--- src/rtl/ex_stage.sv ---
// Execute stage: ALU control decode, operand forwarding and the EX/MEM
// result register with a valid/ready handshake toward MEM.
module ex_stage #(
    parameter int DW = 64
) (
    input  logic          clk_i,
    input  logic          rst_i,
    input  logic          in_valid_i,
    output logic          in_ready_o,
    input  logic [1:0]    alu_op_i,
    input  logic [3:0]    funct_i,
    input  logic          alu_src_i,
    input  logic [DW-1:0] rs1_data_i,
    input  logic [DW-1:0] rs2_data_i,
    input  logic [DW-1:0] imm_i,
    input  logic [4:0]    rs1_addr_i,
    input  logic [4:0]    rs2_addr_i,
    input  logic [4:0]    rd_addr_i,
    input  logic          reg_write_i,
    input  logic          flush_i,
    input  logic          mem_fwd_en_i,
    input  logic          wb_fwd_en_i,
    input  logic [4:0]    mem_fwd_rd_i,
    input  logic [4:0]    wb_fwd_rd_i,
    input  logic [DW-1:0] mem_fwd_data_i,
    input  logic [DW-1:0] wb_fwd_data_i,
    output logic          out_valid_o,
    input  logic          out_ready_i,
    output logic [DW-1:0] out_result_o,
    output logic          out_zero_o,
    output logic [4:0]    out_rd_o,
    output logic          out_reg_write_o,
    output logic [7:0]    illegal_cnt_o
);

    localparam logic [3:0] CTRL_AND = 4'b0000;
    localparam logic [3:0] CTRL_OR  = 4'b0001;
    localparam logic [3:0] CTRL_ADD = 4'b0010;
    localparam logic [3:0] CTRL_SUB = 4'b0110;
    localparam logic [3:0] CTRL_SLT = 4'b0111;
    localparam logic [3:0] CTRL_ILL = 4'b1111;

    logic [3:0]    ctrl;
    logic          illegal;
    logic [DW-1:0] fwd1;
    logic [DW-1:0] fwd2;
    logic [DW-1:0] src2;
    logic [DW-1:0] diff;
    logic [DW-1:0] alu_res;
    logic          accept;

    logic          valid_q, valid_d;
    logic [DW-1:0] result_q, result_d;
    logic          zero_q, zero_d;
    logic [4:0]    rd_q, rd_d;
    logic          we_q, we_d;
    logic [7:0]    cnt_q, cnt_d;

    always_comb begin
        ctrl = CTRL_ILL;
        case (alu_op_i)
            2'b00: ctrl = CTRL_ADD;
            2'b01: ctrl = CTRL_SUB;
            2'b10: begin
                case (funct_i)
                    4'b0000: ctrl = CTRL_ADD;
                    4'b1000: ctrl = CTRL_SUB;
                    4'b0111: ctrl = CTRL_AND;
                    4'b0110: ctrl = CTRL_OR;
                    4'b0010: ctrl = CTRL_SLT;
                    default: ctrl = CTRL_ILL;
                endcase
            end
            default: begin
                // funct7 bit is meaningless for I-type, only funct3 decodes
                case (funct_i[2:0])
                    3'b000:  ctrl = CTRL_ADD;
                    3'b111:  ctrl = CTRL_AND;
                    3'b110:  ctrl = CTRL_OR;
                    3'b010:  ctrl = CTRL_SLT;
                    default: ctrl = CTRL_ILL;
                endcase
            end
        endcase
    end

    assign illegal = (ctrl == CTRL_ILL);

    // MEM is younger than WB, so it wins; x0 is never forwarded
    always_comb begin
        fwd1 = rs1_data_i;
        if (mem_fwd_en_i && mem_fwd_rd_i == rs1_addr_i && rs1_addr_i != 5'd0)
            fwd1 = mem_fwd_data_i;
        else if (wb_fwd_en_i && wb_fwd_rd_i == rs1_addr_i && rs1_addr_i != 5'd0)
            fwd1 = wb_fwd_data_i;
    end

    always_comb begin
        fwd2 = rs2_data_i;
        if (mem_fwd_en_i && mem_fwd_rd_i == rs2_addr_i && rs2_addr_i != 5'd0)
            fwd2 = mem_fwd_data_i;
        else if (wb_fwd_en_i && wb_fwd_rd_i == rs2_addr_i && rs2_addr_i != 5'd0)
            fwd2 = wb_fwd_data_i;
    end

    assign src2 = alu_src_i ? imm_i : fwd2;
    assign diff = fwd1 - src2;

    always_comb begin
        alu_res = {{(DW-1){1'b0}}, 1'b1};
        case (ctrl)
            CTRL_AND: alu_res = fwd1 & src2;
            CTRL_OR:  alu_res = fwd1 | src2;
            CTRL_ADD: alu_res = fwd1 + src2;
            CTRL_SUB: alu_res = diff;
            CTRL_SLT: alu_res = {{(DW-1){1'b0}}, diff[DW-1]};
            default:  alu_res = {{(DW-1){1'b0}}, 1'b1};
        endcase
    end

    assign in_ready_o = !valid_q || out_ready_i;
    assign accept     = in_valid_i && in_ready_o && !flush_i;

    always_comb begin
        valid_d  = valid_q;
        result_d = result_q;
        zero_d   = zero_q;
        rd_d     = rd_q;
        we_d     = we_q;
        if (flush_i) begin
            valid_d = 1'b0;
            we_d    = 1'b0;
        end else if (accept) begin
            valid_d  = 1'b1;
            result_d = alu_res;
            zero_d   = (alu_res == '0);
            rd_d     = rd_addr_i;
            we_d     = reg_write_i && !illegal;
        end else if (out_ready_i) begin
            valid_d = 1'b0;
        end
    end

    always_comb begin
        cnt_d = cnt_q;
        if (accept && illegal && cnt_q != 8'hFF)
            cnt_d = cnt_q + 8'd1;
    end

    always_ff @(posedge clk_i) begin
        if (rst_i) begin
            valid_q  <= 1'b0;
            result_q <= '0;
            zero_q   <= 1'b1;
            rd_q     <= 5'd0;
            we_q     <= 1'b0;
            cnt_q    <= 8'd0;
        end else begin
            valid_q  <= valid_d;
            result_q <= result_d;
            zero_q   <= zero_d;
            rd_q     <= rd_d;
            we_q     <= we_d;
            cnt_q    <= cnt_d;
        end
    end

    assign out_valid_o     = valid_q;
    assign out_result_o    = result_q;
    assign out_zero_o      = zero_q;
    assign out_rd_o        = rd_q;
    assign out_reg_write_o = we_q;
    assign illegal_cnt_o   = cnt_q;

endmodule

--- config.mk ---
export PLATFORM = sky130hd
export DESIGN_NAME = ex_stage
export DESIGN_NICKNAME = d
export VERILOG_FILES = /design/src/rtl/ex_stage.sv
export SDC_FILE = /design/constraint.sdc
export NUM_CORES = 1
export LEC_CHECK = 0
export CORE_UTILIZATION = 40
export DETAILED_ROUTE_END_ITERATION = 10
export PLACE_DENSITY = 0.75
export SYNTH_ARGS = -nofsm -noshare
export SYNTH_HDL_FRONTEND = slang
export SYNTH_SLANG_ARGS = --single-unit
--- constraint.sdc ---
create_clock -name clk_i -period 8.4 [get_ports clk_i]
set_input_delay 1.26 -clock clk_i [delete_from_list [all_inputs] [get_ports clk_i]]
set_output_delay 1.26 -clock clk_i [all_outputs]
set_load 0.02 [all_outputs]
==> results of run 1 <==
## stage by stage
| step | area (um2) | power (uW) | hold slack, ns | setup WS [ns] | utilization |
|---|---|---|---|---|---|
| after global routing | 23700 | 2910 | 0.487 | 0.215 | 0.532 |
| after floorplan | 18300 | 1540 | 0.535 | 2.14 | - |
| after detailed placement | 23400 | 2300 | 0.448 | 0.323 | 0.525 |
| after CTS | 23700 | 2710 | 0.456 | 0.682 | 0.532 |
| after global placement | 23400 | 2290 | 0.443 | 0.261 | 0.525 |
| final | 23700 | 2760 | 0.452 | 0.560 | 0.532 |
## logic make-up (layout without fill, tap and decap cells)
| group | Yosys count | after routing | share of synthesized area |
|---|---|---|---|
| AOI/OAI and AO/OA | 976 | 976 | 0.354 |
| and+or+nand+nor | 910 | 910 | 0.230 |
| buffers and inverters | 391 | 734 | 0.0806 |
| adders and majority gates | 213 | 213 | 0.147 |
| muxes | 141 | 141 | 0.0773 |
| DFF | 80 | 80 | 0.0877 |
| xor gates and xnor gates | 49 | 49 | 0.0235 |
| other | 0 | 1 | 0 |
## state kept, by name (all words and copies together) (netlist names)
signal	flops
out_rd_o	5
out_result_o	64
out_valid_o	1
illegal_cnt_o	8
out_zero_o	1
out_reg_write_o	1
## final timing paths
check	end	cells past startpoint	slack, ns	start
max	out_zero_o	22	0.56	rs1_addr_i[4]
min	out_rd_o[1]	2	0.45	out_rd_o[1]
max reg2reg	out_zero_o	15	5.20	out_valid_o
min reg2reg	out_rd_o[1]	2	0.45	out_rd_o[1]
## metal layers
layer,track usage,routed length [um]
met1,0.517,39000
met2,0.567,38200
met3,0.0519,8710
met4,0.107,2650
met5,0,0
## power by group through the flow
stage / clock, uW / sequential (uW) / combinational [uW]
4_1_cts: 405 / 423 / 1880
2_1_floorplan: 0 / 459 / 1080
3_5_place_dp: 0 / 431 / 1870
3_3_place_gp: 0 / 431 / 1860
6_report: 402 / 423 / 1940
5_1_grt: 423 / 426 / 2060
## final cells by class
type                       count  area (um2)  share of cell area
antenna                        1        2.50            0.000105
clock buffer                  10         239              0.0101
clock inverter                 6        67.6             0.00285
inverter                     204         766              0.0323
multi-input combinational   2289       15300               0.644
sequential                    80        1600              0.0675
tap                          592         741              0.0312
timing repair buffer         514        5040               0.212
## cells in the final DEF (no fill, tap or decap), types with 9 or more instances in the layout
cell type,count
clkdlybuf4s50_1,437
clkbuf_16,9
a2111oi_0,9
nand2b_1,15
nor2_1,326
buf_4,69
a21o_1,81
o211ai_1,26
dfxtp_1,80
a221o_1,14
o221ai_1,17
o22ai_1,17
or4_1,15
a21oi_1,242
o21a_1,18
a211o_1,9
and2_1,10
nor3_1,80
or3_1,17
nor4_1,46
o31ai_1,48
a221oi_1,21
xnor2_1,38
nor2b_1,25
ha_1,211
a22oi_1,10
nand2_1,243
and3_1,12
xor2_1,11
a31oi_1,20
o21ai_0,190
nand4_1,43
mux2i_1,140
nand3_1,34
inv_1,203
a21boi_0,11
a211oi_1,120
o21bai_1,28
## tightest hold or removal path, cell delays in order (launching register included)
cell and delay [ns]:
dfxtp_1 0.31, nand2_1 0.05, a21oi_1 0.05
==> summary.md, run 1 <==
The flow ran to the end, and the final reports show no timing, DRC or antenna violations. Summed over all layers, the routed wires come to 88.6 mm. Largest delay contributor family on the critical path: compound AO/OA/AOI/OAI gates. The sequential cell area fraction in the yosys report was 0.0877; the sink count of the clock tree was 80. Data arrival time of the worst path: 8.12 ns. In this run the cell area of the synthesized design comes to 18300 um2. Clock-pin slew was measured on the worst setup and hold paths at 0.06 ns.

The total number of placement rows was 77; the count of max-cap constraint violations was 0. The share of Yosys cell area claimed by the top area cell type was 0.145; the final sum of negative setup slack was 0 ns. The first detailed-routing pass took 6 iterations.

The number of antenna violations at the first check in global routing came out at 0. Yosys mapped a number of flops with a built-in enable equal to 0. After clock tree synthesis, the setup repair step added 0 buffers. Starting density of the core: 0.409. The final number of hold-violating endpoints is 0, and the number of nets in the synthesized netlist is 3333. For the switching component of the power, the log shows 1400 uW.

The count of buffers inserted at the top-level ports works out to 440. Combinational power share: 0.701. In the synthesized netlist the dominant register cell turns out to be dfxtp_1.

At the worst endpoint, the required time is 8.68 ns. Setup repair after global routing left no endpoint under its margin. The run gives 4245 as the filler cell count in the final layout. The number of distinct standard cells referenced by the synthesized netlist came out at 91. The final critical-path required period works out to 7.84 ns.

Measured along the y axis, the die boundary spans 216 um. No sink is reached through more buffers than the 2 on the longest clock path. The routed layout has 23332 vias. The proportion of total power due to net switching works out to 0.505.

The largest individual stage delay along the critical path comes from the cell ha_1. On the worst path, the slowest cell contributes a delay of 0.70 ns. The detail route stage leaves a number of antenna-violating nets equal to 0. The worst slew margin relative to its limit was 0.246. 441 I/O pins were placed.

From synthesis to final layout, the design area changed by 29.9%. Dividing the synthesized area by the synthesized cell count gives 6.62 um2. Routability-driven placement finished with a final weighted congestion of 1.04. The share of synthesized flip-flops with an asynchronous set or reset was 0; the synthesized instance count was 2760.

Ranked by total cell area, the synthesized netlist is headed by ha_1 14%, dfxtp_1 8.8%, mux2i_1 7.7%, nor2_1 6.7%, a21oi_1 6.6%. After the first detailed-routing iteration, the DRC count stood at 2880. Class of the tightest hold or removal check: reg -> reg. Dividing the detail-routed via count by the number of cells gives 6.31. The flip-flop and latch count after synthesis is 80. The area enclosed by the die boundary was 46500 um2. The run gives 0 as the count of final max-slew check failures. The proportion of power drawn by the clock network was 0.145. TritonCTS built the clock tree. For the worst-skew pair, the clock arrives at the later sink with an insertion delay of 0.35 ns. The tools report the sort of element at the end of the critical path as a register. The remaining routing DRC violations is 0, and the count of cells resized by post-cts repair is 0.

The nature of the critical path startpoint is a primary input. The core region is 44600 um2. The count of buffering cells on the critical path with inverters included came out at 4.

Number of failing setup endpoints in the final timing report: 0. The setup path with the least slack is of type in -> reg. The number of nets at the end of the flow is 3671, and the number of non-filler instances in the completed layout is 3696. The fraction of power consumed by sequential logic was 0.153; the number of cells in the design after placement was 3679. Entering global routing, the biggest net connects 109 pins.

The maximum fanout along the worst path is 26, and the highest achievable clock rate is 0.128 GHz. HPWL after detailed placement: 72.8 mm. Yosys instantiated no cell more often than nor2_1. The ratio of final minimum period to clock period works out to 0.933.

Global routing finished with a remaining overflow of 0. The worst-case IR drop observed on VDD is 0.108 mV. The total track usage is 0.365, and the average wire per cell in the routed design is 24.0 um. The number of buffers inserted during clock tree synthesis is 9. The run gives 22102 as the number of global-route vias before repair.

Clock skew after layout: 0.00958 ns. The internal power of the cells totals 1370 uW. The post-synthesis cell type with the largest combined area is ha_1. Pin slew with the least headroom to its limit: 1.12 ns. After synthesis, the most frequently instantiated cells are 328 x nor2_1, 243 x nand2_1, 242 x a21oi_1. The wire length of the first global-routing pass was 133 mm; the Yosys warning count was 0. The horizontal die dimension is 216 um. Walking the worst path, the cells encountered are clkdlybuf4s50_1, or4_1, nor2_1, nor4_2, buf_12, buf_4, mux2i_1, o21ai_0, ha_1, inv_1, a21oi_1, o31ai_1, a221oi_1, nand3_1, o21ai_1, o21ai_0, a21oi_1, nor3b_1, o32ai_1, a2111oi_0, nand4_1, nand2_1. The H-tree was split into 3 levels. Proportion of layout cells with a drive suffix above 1: 0.0422.

In this run the clock root is driven by a clkbuf_16. The tools report the hold buffer count at CTS as 0. The reported leakage power is 0.00944 uW, and the power density relative to cell area is 116 nW/um2.
Power figures use the tool's default switching activity.
==> inputs of run 2 (changes only) <==
--- a/config.mk
+++ b/config.mk
@@ -7,6 +7,7 @@
 export LEC_CHECK = 0
 export CORE_UTILIZATION = 40
 export DETAILED_ROUTE_END_ITERATION = 10
+export HOLD_SLACK_MARGIN = 0.1
 export PLACE_DENSITY = 0.75
 export SYNTH_ARGS = -nofsm -noshare
 export SYNTH_HDL_FRONTEND = slang
==> results of run 2 <==
Final layout, timing and power as in run 1 (identical DEF).
